==> config.mk <==
export PLATFORM = sky130hd
export DESIGN_NAME = mux_serial_sequencer_flat
export DESIGN_NICKNAME = d
export VERILOG_FILES = /design/src/rtl/mux_serial_sequencer_if.sv /design/src/rtl/mux_serial_sequencer.sv /design/src/flat_wrapper.sv
export SDC_FILE = /design/constraint.sdc
export NUM_CORES = 1
export LEC_CHECK = 0
export ABC_AREA = 1
export BUFFER_PORTS_ARGS = -buffer_cell sky130_fd_sc_hd__buf_2
export CAP_MARGIN = 15
export CORE_ASPECT_RATIO = 0.75
export CORE_MARGIN = 2
export CORE_UTILIZATION = 46
export DETAILED_ROUTE_END_ITERATION = 7
export MAX_ROUTING_LAYER = met4
export PLACE_DENSITY = 0.9
export SKIP_LAST_GASP = 1
export SLEW_MARGIN = 0
export SYNTH_ARGS = -nofsm -noshare
export SYNTH_HDL_FRONTEND = slang
export SYNTH_SLANG_ARGS = --single-unit
export TNS_END_PERCENT = 50
==> constraint.sdc <==
create_clock -name clk -period 1.3 [get_ports clk]
set_clock_uncertainty 0.05 [all_clocks]
set_input_delay 0.13 -clock clk [delete_from_list [all_inputs] [get_ports clk]]
set_output_delay 0.13 -clock clk [all_outputs]
set_load 0.03 [all_outputs]
==> src/rtl/mux_serial_sequencer_if.sv <==
// Bundle between the word controller, the 32:1 mux and the bit consumer.
// master: controller/consumer/mux side; slave: the sequencer.
interface mux_serial_sequencer_if #(
    parameter int WIDTH = 32,
    parameter int SELW  = $clog2(WIDTH)
);
    logic             start;
    logic             abort;
    logic [WIDTH-1:0] word_in;
    logic [SELW-1:0]  first_sel;
    logic [SELW-1:0]  last_sel;
    logic [WIDTH-1:0] mux_a;
    logic [SELW-1:0]  mux_sel;
    logic             mux_y;
    logic             out_valid;
    logic             out_ready;
    logic             out_bit;
    logic             out_last;
    logic             busy;
    logic             done;

    modport master (
        output start, abort, word_in, first_sel, last_sel,
        output out_ready, mux_y,
        input  mux_a, mux_sel, out_valid, out_bit,
        input  out_last, busy, done
    );

    modport slave (
        input  start, abort, word_in, first_sel, last_sel,
        input  out_ready, mux_y,
        output mux_a, mux_sel, out_valid, out_bit,
        output out_last, busy, done
    );
endinterface

==> src/rtl/mux_serial_sequencer.sv <==
// Parallel-in serial-out sequencer driving an external 32:1 mux.
// Ports: clk, rst (async high), bus (slave: start/abort/word, mux, stream).
module mux_serial_sequencer #(
    parameter int WIDTH = 32
) (
    input logic                   clk,
    input logic                   rst,
    mux_serial_sequencer_if.slave bus
);
    localparam int SELW = $clog2(WIDTH);

    typedef enum logic [1:0] {
        IDLE,
        SEND,
        DONE
    } state_t;

    state_t           state_q;
    state_t           state_d;
    logic [WIDTH-1:0] a_q;
    logic [SELW-1:0]  sel_q;
    logic [SELW-1:0]  last_q;
    logic             load;
    logic             adv;
    logic             send;
    logic             last;

    assign send = (state_q == SEND);
    assign last = send && (sel_q == last_q);

    always_comb begin
        state_d = state_q;
        load    = 1'b0;
        adv     = 1'b0;
        // abort wins over start and over a same-cycle handshake
        if (bus.abort) begin
            state_d = IDLE;
        end else begin
            case (state_q)
                IDLE: begin
                    if (bus.start) begin
                        load    = 1'b1;
                        state_d = SEND;
                    end
                end
                SEND: begin
                    if (bus.out_ready) begin
                        if (last) state_d = DONE;
                        else      adv     = 1'b1;
                    end
                end
                DONE:    state_d = IDLE;
                default: state_d = IDLE;
            endcase
        end
    end

    always_ff @(posedge clk or posedge rst) begin
        if (rst) begin
            state_q <= IDLE;
            a_q     <= '0;
            sel_q   <= '0;
            last_q  <= '0;
        end else begin
            state_q <= state_d;
            if (load) begin
                a_q    <= bus.word_in;
                sel_q  <= bus.first_sel;
                last_q <= bus.last_sel;
            end else if (adv) begin
                // natural SELW-bit overflow gives the 31 -> 0 wrap
                sel_q <= sel_q + SELW'(1);
            end
        end
    end

    assign bus.mux_a     = a_q;
    assign bus.mux_sel   = sel_q;
    assign bus.out_valid = send;
    assign bus.out_bit   = bus.mux_y & send;
    assign bus.out_last  = last;
    assign bus.busy      = send;
    assign bus.done      = (state_q == DONE);
endmodule

==> src/flat_wrapper.sv <==
// flat-port wrapper written by rule: the top's interface ports become plain ports
module mux_serial_sequencer_flat 
#(
    parameter int WIDTH = 32
)
  (clk, rst, bus_start, bus_abort, bus_word_in, bus_first_sel, bus_last_sel, bus_out_ready, bus_mux_y, bus_mux_a, bus_mux_sel, bus_out_valid, bus_out_bit, bus_out_last, bus_busy, bus_done);
  mux_serial_sequencer_if #(.WIDTH(WIDTH)) bus_i ();
  input logic clk;
  input logic rst;
  input wire logic [$bits(bus_i.start)-1:0] bus_start;
  input wire logic [$bits(bus_i.abort)-1:0] bus_abort;
  input wire logic [$bits(bus_i.word_in)-1:0] bus_word_in;
  input wire logic [$bits(bus_i.first_sel)-1:0] bus_first_sel;
  input wire logic [$bits(bus_i.last_sel)-1:0] bus_last_sel;
  input wire logic [$bits(bus_i.out_ready)-1:0] bus_out_ready;
  input wire logic [$bits(bus_i.mux_y)-1:0] bus_mux_y;
  output wire logic [$bits(bus_i.mux_a)-1:0] bus_mux_a;
  output wire logic [$bits(bus_i.mux_sel)-1:0] bus_mux_sel;
  output wire logic [$bits(bus_i.out_valid)-1:0] bus_out_valid;
  output wire logic [$bits(bus_i.out_bit)-1:0] bus_out_bit;
  output wire logic [$bits(bus_i.out_last)-1:0] bus_out_last;
  output wire logic [$bits(bus_i.busy)-1:0] bus_busy;
  output wire logic [$bits(bus_i.done)-1:0] bus_done;
  assign bus_i.start = bus_start;
  assign bus_i.abort = bus_abort;
  assign bus_i.word_in = bus_word_in;
  assign bus_i.first_sel = bus_first_sel;
  assign bus_i.last_sel = bus_last_sel;
  assign bus_i.out_ready = bus_out_ready;
  assign bus_i.mux_y = bus_mux_y;
  assign bus_mux_a = bus_i.mux_a;
  assign bus_mux_sel = bus_i.mux_sel;
  assign bus_out_valid = bus_i.out_valid;
  assign bus_out_bit = bus_i.out_bit;
  assign bus_out_last = bus_i.out_last;
  assign bus_busy = bus_i.busy;
  assign bus_done = bus_i.done;
  mux_serial_sequencer #(.WIDTH(WIDTH)) u_core (.clk(clk), .rst(rst), .bus(bus_i));
endmodule
After elaboration in Yosys (flattened, before gate mapping)

Index checks and enable logic that the tools add are counted.

Bits in registers: 44
Bits in latches: 0
Bits in writable memories: 0
Bits in read-only memories: 0
Bits of input ports: 48
Output and inout port bits: 42
Word-level logic and storage cells: 30
Memories: 0

Add/subtract/negate cells: 1
$mul: 0
Divide/modulo/power cells: 0
Order comparisons: 0
Equal/unequal tests: 6
Shift-type cells: 0
Muxes and demuxes: 14
Bitwise gates (word level): 1
Reduce and logical (&&, ||, !) cells: 4

Operator list:

| kind                                                | number |
|---|---|
| 2-to-1 mux 5 bit                                    | 2 |
| inequality test 3 bit, second input constant        | 3 |
| 2-to-1 mux 2 bit                                    | 4 |
| 2-to-1 mux 1 bit                                    | 7 |
| adder 5 x 1 -> 5 bit, second input constant         | 1 |
| equality test 5 bit                                 | 1 |
| case mux 2 bit (2 select lines)                     | 1 |
| AND reduction 3 bit                                 | 1 |
| equality test 2 x 1 -> 1 bit, second input constant | 1 |
| equality test 2 bit, second input constant          | 1 |
| logical NOT 2 bit                                   | 1 |
| nonzero test 2 bit                                  | 1 |
| bitwise AND 1 bit                                   | 1 |
| logical AND 1 bit                                   | 1 |

Logic depth before layout (Yosys ltp)

Word-level depth: 8
Mapped depth: 9
Gate-level depth less buffers: 9

Worst setup path before layout

Ideal clock, no wire load.

Kind: flip-flop to flip-flop
Start: reg u_core.state_q[1]
End: reg u_core.state_q[1]
Data arrival time: 1.473 ns
Data required time: 1.185 ns
Setup slack: -0.289 ns
Cell stages (with the launch flop): 8
Buffers on the path: 0
Period minus slack after synthesis: 1.589 ns
Cell sequence: dfrtp_1 -> nor2_2 -> nand2_1 -> nor2_2 -> nand3_2 -> inv_1 -> nand4_1 -> inv_1

Longest elaborated chain between the ends: 4

RTL lines:

| item                                   | RTL line                   | text |
|---|---|---|
| from (decl)                            | mux_serial_sequencer.sv:18 | `state_t state_q;` |
| from (signal assigned)                 | mux_serial_sequencer.sv:65 | `state_q <= state_d;` |
| equality test 2 x 1 -> 1 bit           | mux_serial_sequencer.sv:28 | `assign send = (state_q == SEND);` |
| net bus_busy                           | flat_wrapper.sv:22         | `output wire logic [$bits(bus_i.busy)-1:0] bus_busy;` |
| logical AND 1 bit                      | mux_serial_sequencer.sv:29 | `assign last = send && (sel_q == last_q);` |
| net bus_out_last                       | flat_wrapper.sv:21         | `output wire logic [$bits(bus_i.out_last)-1:0] bus_out_last;` |
| inequality test 3 bit (no source line) | -                          |  |
| AND reduction 3 bit (no source line)   | -                          |  |

The timed path passes the listed nets, and every way through them passes these cells.
A chain may end at the register's enable or synchronous reset.

Final worst setup path

Start: reg u_core.state_q[1]
End: reg u_core.last_q[4]

Longest elaborated chain between the ends: 3

RTL lines:

| item                 | RTL line                   | text |
|---|---|---|
| logical NOT 2 bit    | mux_serial_sequencer.sv:39 | `case (state_q)` |
| 2-to-1 mux 1 bit     | mux_serial_sequencer.sv:39 |  |
| 2-to-1 mux 1 bit     | mux_serial_sequencer.sv:36 | `if (bus.abort) begin` |
| to (signal assigned) | mux_serial_sequencer.sv:69 | `last_q <= bus.last_sel;` |
| to (decl)            | mux_serial_sequencer.sv:22 | `logic [SELW-1:0] last_q;` |

No other way between the ends.

==> impl_metrics.py <==
metrics = {
    "status": {
        "status": "finished, violations left",
        "violations": "setup timing",
    },
    "sta": {
        "rsz0062_at_grt": "yes",
        "finalSetupViolations": 47,
        "fin_ws_ns": -0.2148,
        "max_slew.worst_pin.slew_ns": 0.2294,
        "period_share_pct": 116.5,
        "hold-worst-slack_ns": 0.003866,
        "report.final.hold_viol_count": 0,
        "fmax_ghz": 0.6601,
        "relSlewSlack_pct": 84.71,
        "slew_violations": 0,
        "setup_tns_ns": -6.263,
        "period_needed_ns": 1.515,
    },
    "yosys": {
        "synth_top_family_by_area": "simple AND/OR/NAND/NOR gates",
        "syn_area_um2": 1951,
        "synth-edff-count": 0,
        "synth_cells": 243,
        "synthesis.nets": 292,
        "synth_ff_type": "dfrtp_1",
        "synth_fa_ha_area_share_pct": 0.6414,
        "synth_compound_area_share_pct": 2.566,
        "yosys.cell_count.top_type": "nand2_1",
        "synth_top_area_share_pct": 56.45,
        "yosys.area_share.simple_pct": 32.52,
        "synth_common_cells": "135 x nand2_1, 44 x dfrtp_1, 18 x inv_1",
        "synth_top_cells_by_area": "dfrtp_1 56%, nand2_1 26%, inv_1 3.5%, o21ai_0 2.6%, nand3_1 1.8%",
        "synth_top_area_cell": "dfrtp_1",
        "synthXorXnorAreaFrac_pct": 1.347,
        "synth-seq-area-share_pct": 56.45,
        "synth.avg_cell_area_um2": 8.027,
        "ys_ff_latch": 44,
        "synth_cell_types": 21,
        "ys.warnings.count": 0,
        "synth.mux.area_fraction_pct": 0,
        "postSynth.asyncResetShare_pct": 100.0,
    },
    "pwr": {
        "p_per_area_nw_per_um2": 1626,
        "vdd_drop_max_uv": 871.0,
        "p_leak_nw": 1.772,
    },
    "global_route": {
        "grtUsageTotal_pct": 23.61,
        "grt_max_degree": 45,
        "gr-total-overflow": 0,
        "first_global_vias": 1810,
        "grt_pass1_wl_um": 8190,
        "antenna_found_initial": 0,
    },
    "setup_path": {
        "crit_start": "u_core.state_q[1]",
        "critPathMaxFanout": 10,
        "path_class": "reg2reg",
        "crit_required_ns": 1.42,
        "worstPathCellList": "buf_4 -> nor3_4 -> nand2_2 -> clkinv_4 -> bufbuf_16 -> o21ai_0",
        "critPathSlowestCell": "dfrtp_1",
        "rr_worst_depth": 6,
        "critPathBufInv": 3,
        "crit_family": "buffers and inverters",
        "worst-path-stages": 6,
        "crit_path_end_kind": "flip-flop",
        "crit_path_end": "u_core.last_q[4]",
        "r2r_end": "u_core.last_q[4]",
        "worstReg2RegStart": "u_core.state_q[1]",
        "start_kind": "flip-flop",
        "critical_path_arrival_ns": 1.64,
        "cpPeakStageDelay_ns": 0.42,
        "r2r_setup_slack_ns": -0.21,
    },
    "final_layout": {
        "num-fill-cells": 311,
        "synthToLayoutAreaGrowth_pct": 58.43,
        "nets": 427,
        "drive_above_1_share_pct": 35.09,
        "n_antenna_cell": 0,
    },
    "die": {
        "start_util_pct": 48.12,
        "core_region_area_um2": 4054,
        "row_count": 20,
        "dieArea_um2": 4783,
        "die_x_um": 79.19,
        "io_pins": 90,
        "die_y_um": 60.40,
    },
    "clock_network": {
        "cts_buffer_depth": 2,
        "cts-htree-levels": 2,
        "numCtsBuffers": 5,
        "cts_root_buf": "clkbuf_8",
        "cts_tree": "done",
        "cts.sinks": 44,
        "clkTransAtPathRegs_ns": 0.08,
        "clk_latency_ns": 0.28,
    },
    "hold_path": {
        "worstHoldPathCells": 3,
        "hold_path.class": "in2reg",
    },
    "job": {
        "drv_cap": 0,
    },
    "place": {
        "pre_cts_ws_ns": -0.09306,
        "io_buffers": 89,
        "place.gp.congestion": 0.7890,
        "dpl.hpwl_um": 3266,
    },
    "routing": {
        "wire_per_inst_um": 12.81,
        "drc": 0,
        "drtIter0Drc": 92,
        "vias_per_cell": 4.622,
        "drtAntennaViolNets": 0,
        "vias": 2006,
        "drtPass1Iterations": 4,
        "wirelength_um": 5558,
    },
}
-- flip-flops by register name, indices dropped and copies added, names as in the netlist --
register	cells
u_core.last_q	5
u_core.bus.mux_a	32
u_core.state_q	2
u_core.bus.mux_sel	5
-- cells by family (layout without fill, tap and decap cells) --
| group | after synthesis | count (layout) |
|---|---|---|
| XOR/XNOR | 3 | 3 |
| AO/OA/AOI/OAI | 10 | 10 |
| AND/OR/NAND/NOR | 156 | 156 |
| buffers and inverters | 29 | 165 |
| adder cells (fa/ha/maj) | 1 | 1 |
| flip-flops | 44 | 44 |
-- tightest hold or removal path: stages --
cell and delay (ns):
buf_2 0.08, nand2_1 0.05, nand2_1 0.06
-- routing by layer --
layer	up-vias	track usage (%)	part of all wire, %
met2	74	42.13	52
met5	-	-	0
met1	933	28.04	42
li1	995	-	-
met3	4	5.506	5.5
met4	0	4.680	0.61
-- power breakdown --
part	leakage, nW	internal [mW]	switching [mW]
clock	0.0614	0.628	0.454
combinational	1.17	0.759	1.27
sequential	0.545	1.69	0.231
-- cell usage in the layout (no fill, tap or decap), types with 2 or more instances in the layout --
cell	n
buf_12	3
clkinv_4	2
nand2_2	2
clkbuf_8	6
nor2_2	2
nand3_1	7
nor2_1	4
dfrtp_2	3
inv_1	15
dfrtp_1	41
inv_2	3
dlygate4sd3_1	29
buf_2	88
xor2_1	2
nand2_1	134
nand2_4	2
o21ai_0	10
buf_4	14
-- how the worst min path moves through the flow --
stage,startpoint,to
CTS,bus_last_sel[4],u_core.last_q[4]
floorplan,bus_word_in[0],u_core.bus.mux_a[0]
detailed placement,rst,u_core.bus.mux_a[1]
global route,bus_word_in[14],u_core.bus.mux_a[14]
global placement,rst,u_core.bus.mux_a[3]
finish,bus_word_in[3],u_core.bus.mux_a[3]
-- per-stage QoR --
| step | power [mW] | area [um^2] | util (%) | std cells |
|---|---|---|---|---|
| 6_report | 5.024 | 3090 | 76.23 | 434 |
| 5_1_grt | 5.297 | 3090 | 76.23 | 434 |
| 4_1_cts | 4.989 | 3047 | 75.15 | 432 |
| 3_5_place_dp | 3.784 | 2546 | 62.81 | 389 |
| 3_3_place_gp | 3.715 | 2546 | 62.81 | 389 |
| 2_1_floorplan | 3.114 | 1959 | - | 243 |
-- timing repair --
| action | 4_1_cts | 5_1_grt |
|---|---|---|
| pin swaps | 1 | 5 |
| gates cloned | 1 | 1 |
| hold buffers | 29 | 0 |
| endpoints found under the setup margin | 31 | 48 |
| setup buffers | 5 | 1 |
| gates resized for setup | 5 | 5 |
| hold endpoints to repair | 72 | 0 |
-- layout make-up --
class / count / area, um^2 / area share, %
sequential: 44 / 1105 / 35.75
timing repair buffer: 138 / 979.7 / 31.70
multi-input combinational: 170 / 739.5 / 23.93
clock buffer: 6 / 82.58 / 2.672
inverter: 19 / 76.32 / 2.470
tap: 55 / 68.82 / 2.227
clock inverter: 2 / 38.79 / 1.255
(Power assumes the default switching activity.)
